==> src/rtl/sv_types_pkg.sv <==
// Shared types for the HW-side transaction sender: FSM states, header layout
// and the header byte-length helper.
package sv_types_pkg;

  typedef enum logic [1:0] {
    COLLECT = 2'd0,
    HDR     = 2'd1,
    DATA    = 2'd2,
    DISCARD = 2'd3
  } tSenderState;

  localparam logic [7:0] HDR_TYPE_DATA = 8'h01;

  typedef struct packed {
    logic [7:0]  ep_id;
    logic [7:0]  msg_type;
    logic [15:0] byte_len;
    logic [31:0] seq;
  } tSenderHdr;

  // Byte length of a frame whose last word sits at index last_idx.
  function automatic logic [15:0] frame_byte_len(input logic [15:0] last_idx,
                                                 input logic [2:0]  last_drem);
    return {last_idx[12:0], 3'b000} + {13'd0, last_drem} + 16'd1;
  endfunction

endpackage

==> src/rtl/hw_sender_buffer.sv <==
// One-frame store: simple dual-port RAM with one write port and a registered,
// enable-gated read port (read data holds while re is low).
module hw_sender_buffer #(
  parameter int DEPTH = 32,
  parameter int WIDTH = 64
) (
  input  logic                     clk,
  input  logic                     rst_n,
  input  logic                     we,
  input  logic [$clog2(DEPTH)-1:0] waddr,
  input  logic [WIDTH-1:0]         wdata,
  input  logic                     re,
  input  logic [$clog2(DEPTH)-1:0] raddr,
  output logic [WIDTH-1:0]         rdata
);

  logic [WIDTH-1:0] mem_r [DEPTH];
  logic [WIDTH-1:0] rdata_r;

  // Write port; the array is left unreset so it maps onto block RAM.
  always_ff @(posedge clk) begin
    if (we) begin
      mem_r[waddr] <= wdata;
    end
  end

  // Registered read port.
  always_ff @(posedge clk or negedge rst_n) begin
    if (!rst_n) begin
      rdata_r <= {WIDTH{1'b0}};
    end else if (re) begin
      rdata_r <= mem_r[raddr];
    end
  end

  assign rdata = rdata_r;

endmodule

==> src/rtl/hw_output_sender.sv <==
// Store-and-forward sender: collects one DUT output frame, then emits a header
// word (endpoint, type, byte length, sequence) followed by the payload.
module hw_output_sender
  import sv_types_pkg::*;
#(
  parameter int         DATA_WIDTH  = 64,
  parameter logic [7:0] ENDPOINT_ID = 8'h00,
  parameter int         BUF_DEPTH   = 32
) (
  input  logic                  CLK,
  input  logic                  RESET_N,
  input  logic [DATA_WIDTH-1:0] IN_DATA,
  input  logic [2:0]            IN_DREM,
  input  logic                  IN_SOF,
  input  logic                  IN_EOF,
  input  logic                  IN_VLD,
  output logic                  IN_RDY,
  output logic [DATA_WIDTH-1:0] OUT_DATA,
  output logic [2:0]            OUT_DREM,
  output logic                  OUT_SOF,
  output logic                  OUT_EOF,
  output logic                  OUT_VLD,
  input  logic                  OUT_RDY,
  output logic [31:0]           SEQ_CNT,
  output logic [15:0]           DROP_CNT,
  output logic                  ERR
);

  localparam int AW = $clog2(BUF_DEPTH);
  localparam int CW = AW + 1;
  localparam logic [CW-1:0] CNT_ZERO = {CW{1'b0}};
  localparam logic [CW-1:0] CNT_ONE  = CW'(1);
  localparam logic [CW-1:0] CNT_FULL = CW'(BUF_DEPTH);
  localparam logic [AW-1:0] PTR_ZERO = {AW{1'b0}};
  localparam logic [AW-1:0] PTR_ONE  = AW'(1);

  tSenderState           state_r, state_s;
  logic [CW-1:0]         wr_cnt_r, wr_cnt_s;
  logic [AW-1:0]         rd_ptr_r, rd_ptr_s;
  logic [AW-1:0]         last_idx_r, last_idx_s;
  logic [AW-1:0]         out_idx_r, out_idx_s;
  logic [2:0]            last_drem_r, last_drem_s;
  logic [DATA_WIDTH-1:0] byp_r, byp_s;
  logic                  byp_sel_r, byp_sel_s;
  logic [DATA_WIDTH-1:0] out_data_r, out_data_s;
  logic [2:0]            out_drem_r, out_drem_s;
  logic                  out_sof_r, out_sof_s;
  logic                  out_eof_r, out_eof_s;
  logic                  out_vld_r, out_vld_s;
  logic                  in_rdy_r, in_rdy_s;
  logic [31:0]           seq_r, seq_s;
  logic [15:0]           drop_r, drop_s;
  logic                  err_r, err_s;

  logic                  we_s, re_s;
  logic [AW-1:0]         waddr_s, raddr_s;
  logic [DATA_WIDTH-1:0] rdata_s;
  logic                  in_acc_s, out_acc_s;
  logic                  drop_ev_s, go_hdr_s;
  logic [AW-1:0]         hdr_idx_s, nxt_idx_s;
  tSenderHdr             hdr_s;

  assign in_acc_s  = IN_VLD && in_rdy_r;
  assign out_acc_s = out_vld_r && OUT_RDY;

  hw_sender_buffer #(
    .DEPTH (BUF_DEPTH),
    .WIDTH (DATA_WIDTH)
  ) u_buf (
    .clk   (CLK),
    .rst_n (RESET_N),
    .we    (we_s),
    .waddr (waddr_s),
    .wdata (IN_DATA),
    .re    (re_s),
    .raddr (raddr_s),
    .rdata (rdata_s)
  );

  // Next-state, buffer control and next output values.
  always_comb begin
    state_s     = state_r;
    wr_cnt_s    = wr_cnt_r;
    rd_ptr_s    = rd_ptr_r;
    last_idx_s  = last_idx_r;
    last_drem_s = last_drem_r;
    out_idx_s   = out_idx_r;
    byp_s       = byp_r;
    byp_sel_s   = byp_sel_r;
    out_data_s  = out_data_r;
    out_drem_s  = out_drem_r;
    out_sof_s   = out_sof_r;
    out_eof_s   = out_eof_r;
    out_vld_s   = out_vld_r;
    seq_s       = seq_r;
    drop_s      = drop_r;
    err_s       = err_r;
    we_s        = 1'b0;
    waddr_s     = wr_cnt_r[AW-1:0];
    re_s        = 1'b0;
    raddr_s     = rd_ptr_r;
    drop_ev_s   = 1'b0;
    go_hdr_s    = 1'b0;
    hdr_idx_s   = IN_SOF ? PTR_ZERO : wr_cnt_r[AW-1:0];
    nxt_idx_s   = out_idx_r + PTR_ONE;
    hdr_s.ep_id    = ENDPOINT_ID;
    hdr_s.msg_type = HDR_TYPE_DATA;
    hdr_s.byte_len = frame_byte_len({{(16-AW){1'b0}}, hdr_idx_s}, IN_DREM);
    hdr_s.seq      = seq_r;

    case (state_r)
      COLLECT: begin
        // Keep word 0 staged on the read port so the header handoff has it ready.
        re_s    = 1'b1;
        raddr_s = PTR_ZERO;
        if (in_acc_s) begin
          if (IN_SOF) begin
            drop_ev_s = (wr_cnt_r != CNT_ZERO);
            we_s      = 1'b1;
            waddr_s   = PTR_ZERO;
            go_hdr_s  = IN_EOF;
            wr_cnt_s  = CNT_ONE;
          end else if (wr_cnt_r == CNT_ZERO) begin
            drop_ev_s = 1'b1;
            state_s   = IN_EOF ? COLLECT : DISCARD;
          end else if (wr_cnt_r == CNT_FULL) begin
            drop_ev_s = 1'b1;
            wr_cnt_s  = CNT_ZERO;
            state_s   = IN_EOF ? COLLECT : DISCARD;
          end else begin
            we_s     = 1'b1;
            go_hdr_s = IN_EOF;
            wr_cnt_s = wr_cnt_r + CNT_ONE;
          end
        end else begin
          state_s = COLLECT;
        end
      end
      HDR: begin
        if (out_acc_s) begin
          out_data_s = byp_sel_r ? byp_r : rdata_s;
          out_sof_s  = 1'b0;
          out_idx_s  = PTR_ZERO;
          out_eof_s  = (last_idx_r == PTR_ZERO);
          out_drem_s = (last_idx_r == PTR_ZERO) ? last_drem_r : 3'd7;
          re_s       = 1'b1;
          rd_ptr_s   = rd_ptr_r + PTR_ONE;
          state_s    = DATA;
        end else begin
          state_s = HDR;
        end
      end
      DATA: begin
        if (out_acc_s && out_eof_r) begin
          out_data_s = {DATA_WIDTH{1'b0}};
          out_drem_s = 3'd0;
          out_sof_s  = 1'b0;
          out_eof_s  = 1'b0;
          out_vld_s  = 1'b0;
          seq_s      = seq_r + 32'd1;
          state_s    = COLLECT;
        end else if (out_acc_s) begin
          // rdata already holds the next word; fetch the one after it.
          out_data_s = rdata_s;
          out_idx_s  = nxt_idx_s;
          out_eof_s  = (nxt_idx_s == last_idx_r);
          out_drem_s = (nxt_idx_s == last_idx_r) ? last_drem_r : 3'd7;
          re_s       = 1'b1;
          rd_ptr_s   = rd_ptr_r + PTR_ONE;
        end else begin
          state_s = DATA;
        end
      end
      DISCARD: begin
        if (in_acc_s && IN_EOF) begin
          state_s = COLLECT;
        end else begin
          state_s = DISCARD;
        end
      end
      default: begin
        state_s = COLLECT;
      end
    endcase

    if (go_hdr_s) begin
      // A 1-word frame is written this same edge, so bypass the RAM for it.
      state_s     = HDR;
      wr_cnt_s    = CNT_ZERO;
      last_idx_s  = hdr_idx_s;
      last_drem_s = IN_DREM;
      byp_s       = IN_DATA;
      byp_sel_s   = (hdr_idx_s == PTR_ZERO);
      rd_ptr_s    = PTR_ONE;
      out_data_s  = hdr_s;
      out_drem_s  = 3'd7;
      out_sof_s   = 1'b1;
      out_eof_s   = 1'b0;
      out_vld_s   = 1'b1;
    end else begin
      byp_sel_s = byp_sel_r;
    end

    if (drop_ev_s) begin
      err_s  = 1'b1;
      drop_s = (drop_r == 16'hFFFF) ? drop_r : drop_r + 16'd1;
    end else begin
      err_s = err_r;
    end

    in_rdy_s = (state_s == COLLECT) || (state_s == DISCARD);
  end

  // State, pointer, counter and output registers.
  always_ff @(posedge CLK or negedge RESET_N) begin
    if (!RESET_N) begin
      state_r     <= COLLECT;
      wr_cnt_r    <= CNT_ZERO;
      rd_ptr_r    <= PTR_ZERO;
      last_idx_r  <= PTR_ZERO;
      last_drem_r <= 3'd0;
      out_idx_r   <= PTR_ZERO;
      byp_r       <= {DATA_WIDTH{1'b0}};
      byp_sel_r   <= 1'b0;
      out_data_r  <= {DATA_WIDTH{1'b0}};
      out_drem_r  <= 3'd0;
      out_sof_r   <= 1'b0;
      out_eof_r   <= 1'b0;
      out_vld_r   <= 1'b0;
      in_rdy_r    <= 1'b0;
      seq_r       <= 32'd0;
      drop_r      <= 16'd0;
      err_r       <= 1'b0;
    end else begin
      state_r     <= state_s;
      wr_cnt_r    <= wr_cnt_s;
      rd_ptr_r    <= rd_ptr_s;
      last_idx_r  <= last_idx_s;
      last_drem_r <= last_drem_s;
      out_idx_r   <= out_idx_s;
      byp_r       <= byp_s;
      byp_sel_r   <= byp_sel_s;
      out_data_r  <= out_data_s;
      out_drem_r  <= out_drem_s;
      out_sof_r   <= out_sof_s;
      out_eof_r   <= out_eof_s;
      out_vld_r   <= out_vld_s;
      in_rdy_r    <= in_rdy_s;
      seq_r       <= seq_s;
      drop_r      <= drop_s;
      err_r       <= err_s;
    end
  end

  assign IN_RDY   = in_rdy_r;
  assign OUT_DATA = out_data_r;
  assign OUT_DREM = out_drem_r;
  assign OUT_SOF  = out_sof_r;
  assign OUT_EOF  = out_eof_r;
  assign OUT_VLD  = out_vld_r;
  assign SEQ_CNT  = seq_r;
  assign DROP_CNT = drop_r;
  assign ERR      = err_r;

endmodule
==> config.mk <==
export PLATFORM = sky130hd
export DESIGN_NAME = hw_output_sender
export DESIGN_NICKNAME = d
export VERILOG_FILES = /design/src/rtl/sv_types_pkg.sv /design/src/rtl/hw_sender_buffer.sv /design/src/rtl/hw_output_sender.sv
export SDC_FILE = /design/constraint.sdc
export NUM_CORES = 2
export LEC_CHECK = 0
export ABC_AREA = 1
export BUFFER_PORTS_ARGS = -buffer_cell sky130_fd_sc_hd__buf_4
export CAP_MARGIN = 20
export CELL_PAD_IN_SITES_DETAIL_PLACEMENT = 1
export CELL_PAD_IN_SITES_GLOBAL_PLACEMENT = 1
export CORE_AREA = 2 2 451 453
export DETAILED_ROUTE_END_ITERATION = 10
export DIE_AREA = 0 0 453 455
export GPL_TIMING_DRIVEN = 1
export PLACE_DENSITY_LB_ADDON = 0.2
export SLEW_MARGIN = 0
export SYNTH_ARGS = -nofsm -noshare
export SYNTH_HDL_FRONTEND = slang
export SYNTH_SLANG_ARGS = --single-unit
==> constraint.sdc <==
create_clock -name CLK -period 11.5 [get_ports CLK]
set_clock_uncertainty 0.05 [all_clocks]
set_input_delay 2.3 -clock CLK [delete_from_list [all_inputs] [get_ports CLK]]
set_output_delay 2.3 -clock CLK [all_outputs]
set_load 0.02 [all_outputs]
After elaboration in Yosys (flattened, before gate mapping)
Memory sizes are Yosys's and may differ from the RTL's. A register that Yosys moved wholly into a read port is not among the register bits.
Cells that the tools add are included.
- flip-flop bits (word level): 211
- RAM bits: 2048
- input port bits: 73
- output and inout port bits: 120
- word-level logic and storage cells: 140
- memories kept: 1
- memory list (name ; words ; width ; rd ports ; clocked after memory_dff ; wr ports ; line ; RTL):
    u_buf.mem_r ; 32 ; 64 ; 1 ; 1 ; 1 ; hw_sender_buffer.sv:17 ; logic [WIDTH-1:0] mem_r [DEPTH];
- add/subtract/negate cells: 7
- eq/ne operators: 15
- muxes and demuxes: 73
- bitwise logic cells: 1
- reductions and logical operators: 26
- operator list (cell ; number):
    64-bit 2-to-1 mux ; 5
    64-bit one-hot mux with 2 select lines ; 1
    5-bit 2-to-1 mux ; 10
    6-bit 2-to-1 mux ; 6
    32-bit by 1-bit adder with 32-bit output (second input constant) ; 1
    1-bit 2-to-1 mux ; 28
    2-bit 2-to-1 mux ; 10
    5-bit one-hot mux with 2 select lines ; 2
    3-bit 2-to-1 mux ; 6
    16-bit by 1-bit adder with 16-bit output (second input constant) ; 1
    16-bit equality test (second input constant) ; 1
    3-bit != test (second input constant) ; 4
    5-bit by 1-bit adder with 5-bit output (second input constant) ; 2
    9-bit by 1-bit adder with 10-bit output (second input constant) ; 1
    5-bit zero test ; 2
    2-bit nonzero test ; 5
    8-bit by 3-bit adder with 9-bit output ; 1
    3-bit AND reduction ; 3
    2-bit one-hot mux with 4 select lines ; 1
    2-bit AND reduction ; 4
    6-bit by 1-bit adder with 6-bit output (second input constant) ; 1
    2-bit equality test (second input constant) ; 3
    6-bit equality test (second input constant) ; 1
    6-bit zero test ; 1
    other kinds (15) ; 22

Logic depth before layout (Yosys ltp)
- depth after elaboration: 9
- depth in mapped cells: 14

Hierarchy
From an unflattened synthesis, not the netlist that was laid out.
- cell total of the unflattened synthesis: 8301
- area, all modules: 95008.6 um^2
- by module, submodules not included (module ; times used ; cells an instance ; area an instance (um^2) ; seq. area each (um^2)):
    hw_sender_buffer ; 1 ; 6876 ; 83915.5 ; 63100.5
    hw_output_sender ; 1 ; 1425 ; 11093.1 ; 5280.1

Worst setup path after synthesis
Ideal clock, no wire load.
- path kind: input -> register
- from: input port IN_SOF
- to: memory u_buf.mem_r[18][0], enable pin
- setup time: 0.486 ns
- arrival time: 5.931 ns
- path slack: 5.033 ns
- stages: 7
- path buffers: 1
- path through: clkbuf_1 inv_1 nand3_1 nand2_1 inv_1 nand4_1 nor2_1
- word-level cells in the longest chain between the ends: 5
- elaborated cells between the ends (all ways): 8
- those cells by class: mux (8)
- ends and longest elaborated chain (element ; line ; RTL):
    start: declaration ; hw_output_sender.sv:14 ; input logic IN_SOF,
    1-bit 2-to-1 mux ; hw_output_sender.sv:117 ; if (IN_SOF) begin
    1-bit 2-to-1 mux ; hw_output_sender.sv:116 ; if (in_acc_s) begin
    1-bit 2-to-1 mux ; hw_output_sender.sv:111 ; case (state_r)
    1-bit 2-to-1 mux ; hw_sender_buffer.sv:22 ; if (we) begin
    1-bit 2-to-1 mux (implied by the code) ; hw_sender_buffer.sv:23 ; mem_r[waddr] <= wdata;
    end: declaration ; hw_sender_buffer.sv:17 ;
Several ways; a longest one is shown, not always the timed one.

Worst setup path in the final report
- from: input port OUT_RDY
- to: register u_buf.rdata_r[13], in the netlist u_buf.rdata[13] (read register of u_buf.mem_r)
- word-level cells in the longest chain between the ends: 4
- elaborated cells between the ends (all ways): 5
- those cells by class: mux (3); reduce/logical (2)
- ends and longest elaborated chain (element ; line ; RTL):
    start: declaration ; hw_output_sender.sv:23 ; input logic OUT_RDY,
    1-bit logical AND * ; hw_output_sender.sv:64 ; assign out_acc_s = out_vld_r && OUT_RDY;
    1-bit 2-to-1 mux or 1-bit logical AND (tied branches) ; hw_output_sender.sv:140, hw_output_sender.sv:162, hw_output_sender.sv:154 ;
    1-bit 2-to-1 mux ; hw_output_sender.sv:154 ; if (out_acc_s && out_eof_r) begin
    1-bit one-hot mux with 3 select lines * ; hw_output_sender.sv:111 ;
    end: declaration ; hw_sender_buffer.sv:18 ; logic [WIDTH-1:0] rdata_r;
Mark *: on every way between the ends. The rest lies on a longest branch, timed or not.
A chain may end at the register's enable or synchronous reset.

==> results by group <==
Synthesis
  – #FFs+latches synth: approximately 2300
  – Post-synth top flop: sky130_fd_sc_hd__edfxtp_1
  – Total of warnings raised by yosys: 0
  – Share of flip-flops with an asynchronous set or reset: roughly an eighth
  – Syn nets: around 10000
  – Cell types with the largest area share after synthesis: sky130_fd_sc_hd__edfxtp_1 60%, sky130_fd_sc_hd__nand3_1 11%, sky130_fd_sc_hd__nand2_1 9.3%, sky130_fd_sc_hd__inv_1 7.4%, sky130_fd_sc_hd__dfrtp_1 6.7%
  – Synth unique cells: 38
  – EDFF count, synth: 2048
  – Compound-Gate Fraction of Synth Area: 1.46%
  – Portion of synthesized cell area occupied by the leading cell type: 60.2%
  – Xor-xnor portion of the synthesized cell area: less than 1%
  – Cell with the most instances after synthesis: sky130_fd_sc_hd__nand2_1
  – Commonest cells in the netlist: 2524 x sky130_fd_sc_hd__nand2_1, 2316 x sky130_fd_sc_hd__nand3_1, 2048 x sky130_fd_sc_hd__edfxtp_1, 2006 x sky130_fd_sc_hd__inv_1, 288 x sky130_fd_sc_hd__clkbuf_1
  – Cell type contributing the most total cell area after synthesis: sky130_fd_sc_hd__edfxtp_1
  – Multiplexer area fraction after synthesis: 0%
  – Cell Area, Synth: between 0.1 and 0.15 mm²
  – Adder-cell share of the synthesized area: less than 1%
  – Simple-gate share of the synthesized area: a little over a fifth
  – Fraction of the yosys area taken by sequential cells: approximately 67%
  – Synthesized instance count: roughly 10000
  – Average cell area after synthesis: approximately 10 µm²
  – Combinational family with the most area after synthesis: simple AND/OR/NAND/NOR gates

Place
  – HPWL Detailed: 208000 µm
  – Port-buffer cells: about 190
  – Last weighted congestion value of the routability-driven placer: 0.876
  – Post-Place Cells: 12600
  – Worst setup slack before clock tree synthesis: slightly below 5000 ps

Clock tree
  – Number of buffers inserted to repair setup after CTS: 0
  – Number of buffers inserted by hold repair at cts: 0
  – Root Driver: sky130_fd_sc_hd__clkbuf_16
  – Latest clock arrival within the worst-skew pair: roughly 900 ps
  – Post-CTS clock slew at the launch and capture registers of the worst setup and hold paths: about 60 ps
  – Clk sinks: approximately 2300
  – Level count of the clock H-tree: 4
  – Total of cells resized after clock tree synthesis: 0
  – Number of buffers added by the clock tree synthesis step: between 200 and 250
  – TritonCTS clock tree: yes
  – Number of buffers between clock root and the deepest sink: 3

Worst setup path
  – Slowest library cell on the worst path: sky130_fd_sc_hd__nor2_2
  – Type of the setup path with the least slack: input pin to flip-flop
  – Kind of start point of the critical path: input pin
  – Arrival time of data at the critical path endpoint: 6600 ps
  – Reg-to-Reg Start: state_r[1]
  – Crit path required time: about 12000 ps
  – Register-to-Register Setup Slack: slightly above 6000 ps
  – Crit-path most repeated cell: sky130_fd_sc_hd__nand2_1
  – End of the critical path: u_buf.rdata[13]
  – Critical path capture point type: flip-flop
  – Depth of the worst register-to-register path: 12
  – Capturing point of the worst reg2reg path: u_buf.rdata[13]
  – Critical path origin: OUT_RDY
  – Maximum net fanout on the critical path: 39
  – Crit path cell chain: buf_4 -> nand2_1 -> inv_1 -> nand2_2 -> nor2_2 -> inv_2 -> nand2_1 -> nand2_4 -> clkinv_2 -> buf_4 -> nand2_1 -> nand2_1
  – Delay of the slowest critical-path stage: ~860 ps

Route
  – Number of violations reported at the end of detailed-routing iteration 0: about 10000
  – Final routed wirelength across all metal layers: around 360000 µm
  – Residual DRC count: 0
  – DR pass1 iterations: 6
  – Avg WL per Cell: 27.8 µm
  – Vias per cell: ~6.0
  – Routed vias: approximately 78000
  – Remaining antenna violation count: 0

Floorplan
  – Rows: about 170
  – Number of placed I/O pins: around 190
  – Effective utilization at floorplan: 50.8%
  – Die area: around 0.2 mm²
  – Core area: a little over 0.2 mm²
  – Height of the die: 455 µm
  – Horizontal die dimension: around 450 µm

Status
  – Status: finished, final reports clean

STA
  – Final sum of negative setup slack: 0 ps
  – Final critical path time including I/O delays and setup: around 6000 ps
  – Fmax: about 0.17 GHz
  – Worst slew pin tran: 1180 ps
  – Setup repair after global routing missed its margin: false
  – Relative slew margins: between 20% and 30%
  – Count of pins over their slew limit: 0
  – Final clock period utilization by the worst path: between 50% and 60%
  – Final Hold Fails: 0
  – Final critical-path setup slack: 5650 ps
  – Setup-failing EPs final: 0

Layout
  – Synth-to-layout area growth: 11.2%
  – Storage element area: 0.0684 mm²
  – Fraction of final layout cells with drive strength greater than 1: 7.08%
  – Number of filler instances in the final layout: between 20000 and 25000
  – Final Instance Count excl. Fillers: roughly 13000
  – Footprint of the multi-input gates: between 0.02 and 0.025 mm²
  – Nets: about 10000

Min path
  – HP Class: flip-flop to flip-flop

Global routing
  – Initial antenna violation count: 27
  – Gr usage total: a little over a third
  – Global-route wire length before repair: 530000 µm
  – Pin count of the biggest net entering global routing: just under 200
  – Overflow after GRT: 0
  – Number of global-route vias before repair: around 80000

Power
  – Final Power: around 17000 µW
  – VDD IR-drop max: between 0.15 and 0.2 mV
  – Total power density per cell area: around 150 mW/mm²
  – Leak Pwr: approximately 0.05 µW

Run
  – # Max-Cap Violations: 0
-- routing by layer --
layer,global-route usage (%),vias up,share of wire [%]
met3,8.08,821,10
met2,55.4,4088,46
met5,0,-,0.026
met4,15.6,14,4.7
met1,46.2,39900,39
li1,-,33200,-
-- cell families after synthesis --
kind of cell | count (synthesis)
simple gates | 5008
buf+inv | 2576
fa+ha+maj | 7
compound gates | 248
xor+xnor | 49
flops | 2323
-- layout make-up --
cell class	instances	share of cell area, %
Clock buffer	326	5.80
Clock inverter	122	0.796
Multi-Input combinational cell	5312	21.3
Timing Repair Buffer	315	2.27
Inverter	2015	6.68
Sequential cell	2323	60.2
Tap cell	2672	2.94
Antenna cell	8	0.0176
-- state kept, by name, summed over array words and instances, names as in the netlist, 2 cells and up --
signal	flops
DROP_CNT	16
OUT_DATA	64
OUT_DREM	3
SEQ_CNT	32
byp_r	64
last_drem_r	3
last_idx_r	5
out_idx_r	5
rd_ptr_r	5
state_r	2
u_buf.mem_r	2048
u_buf.rdata	64
wr_cnt_r	6
-- critical path: cells and delay by family --
kind / cells / cell delay, ps
and+or+nand+nor: 7 / 2500
buffers and inverters: 5 / 1720
-- cells in the final DEF (no fill, tap or decap), drive strengths merged, types with 8 or more instances in the layout --
master,n
a31oi,39
bufinv,10
clkinv,109
diode,8
nand4,18
a21oi,52
o211ai,23
o21ai,93
nand2,2526
nand3,2316
a31o,26
nor2,109
clkbuf,326
xor2,37
xnor2,12
inv,2017
nor3,26
edfxtp,2048
dfrtp,275
buf,315
o221ai,9
-- per-stage QoR --
step	utilization (%)	hold slack (ps)	cell area, µm²
finish	56.4	433	114000
global route	56.4	450	114000
CTS	56.4	433	114000
detailed placement	52.7	417	106000
global placement	52.7	414	106000
floorplan	-	399	102000
-- worst min-delay path by stage --
stage / endpoint / slack [ps] / depth (start not counted) / from
6_report: byp_r[29] / 430 / 2 / byp_r[29]
5_1_grt: byp_r[33] / 450 / 2 / byp_r[33]
4_1_cts: byp_r[29] / 430 / 2 / byp_r[29]
3_5_place_dp: byp_r[29] / 420 / 2 / byp_r[29]
3_3_place_gp: byp_r[62] / 410 / 2 / byp_r[62]
2_1_floorplan: byp_r[62] / 400 / 2 / byp_r[62]
-- power breakdown --
group | total, µW | switching, µW | internal (µW)
logic | 215 | 196 | 18.8
clock network | 7570 | 3360 | 4210
registers | 9180 | 0 | 9180
No activity file was read; power rests on OpenSTA's default activity.
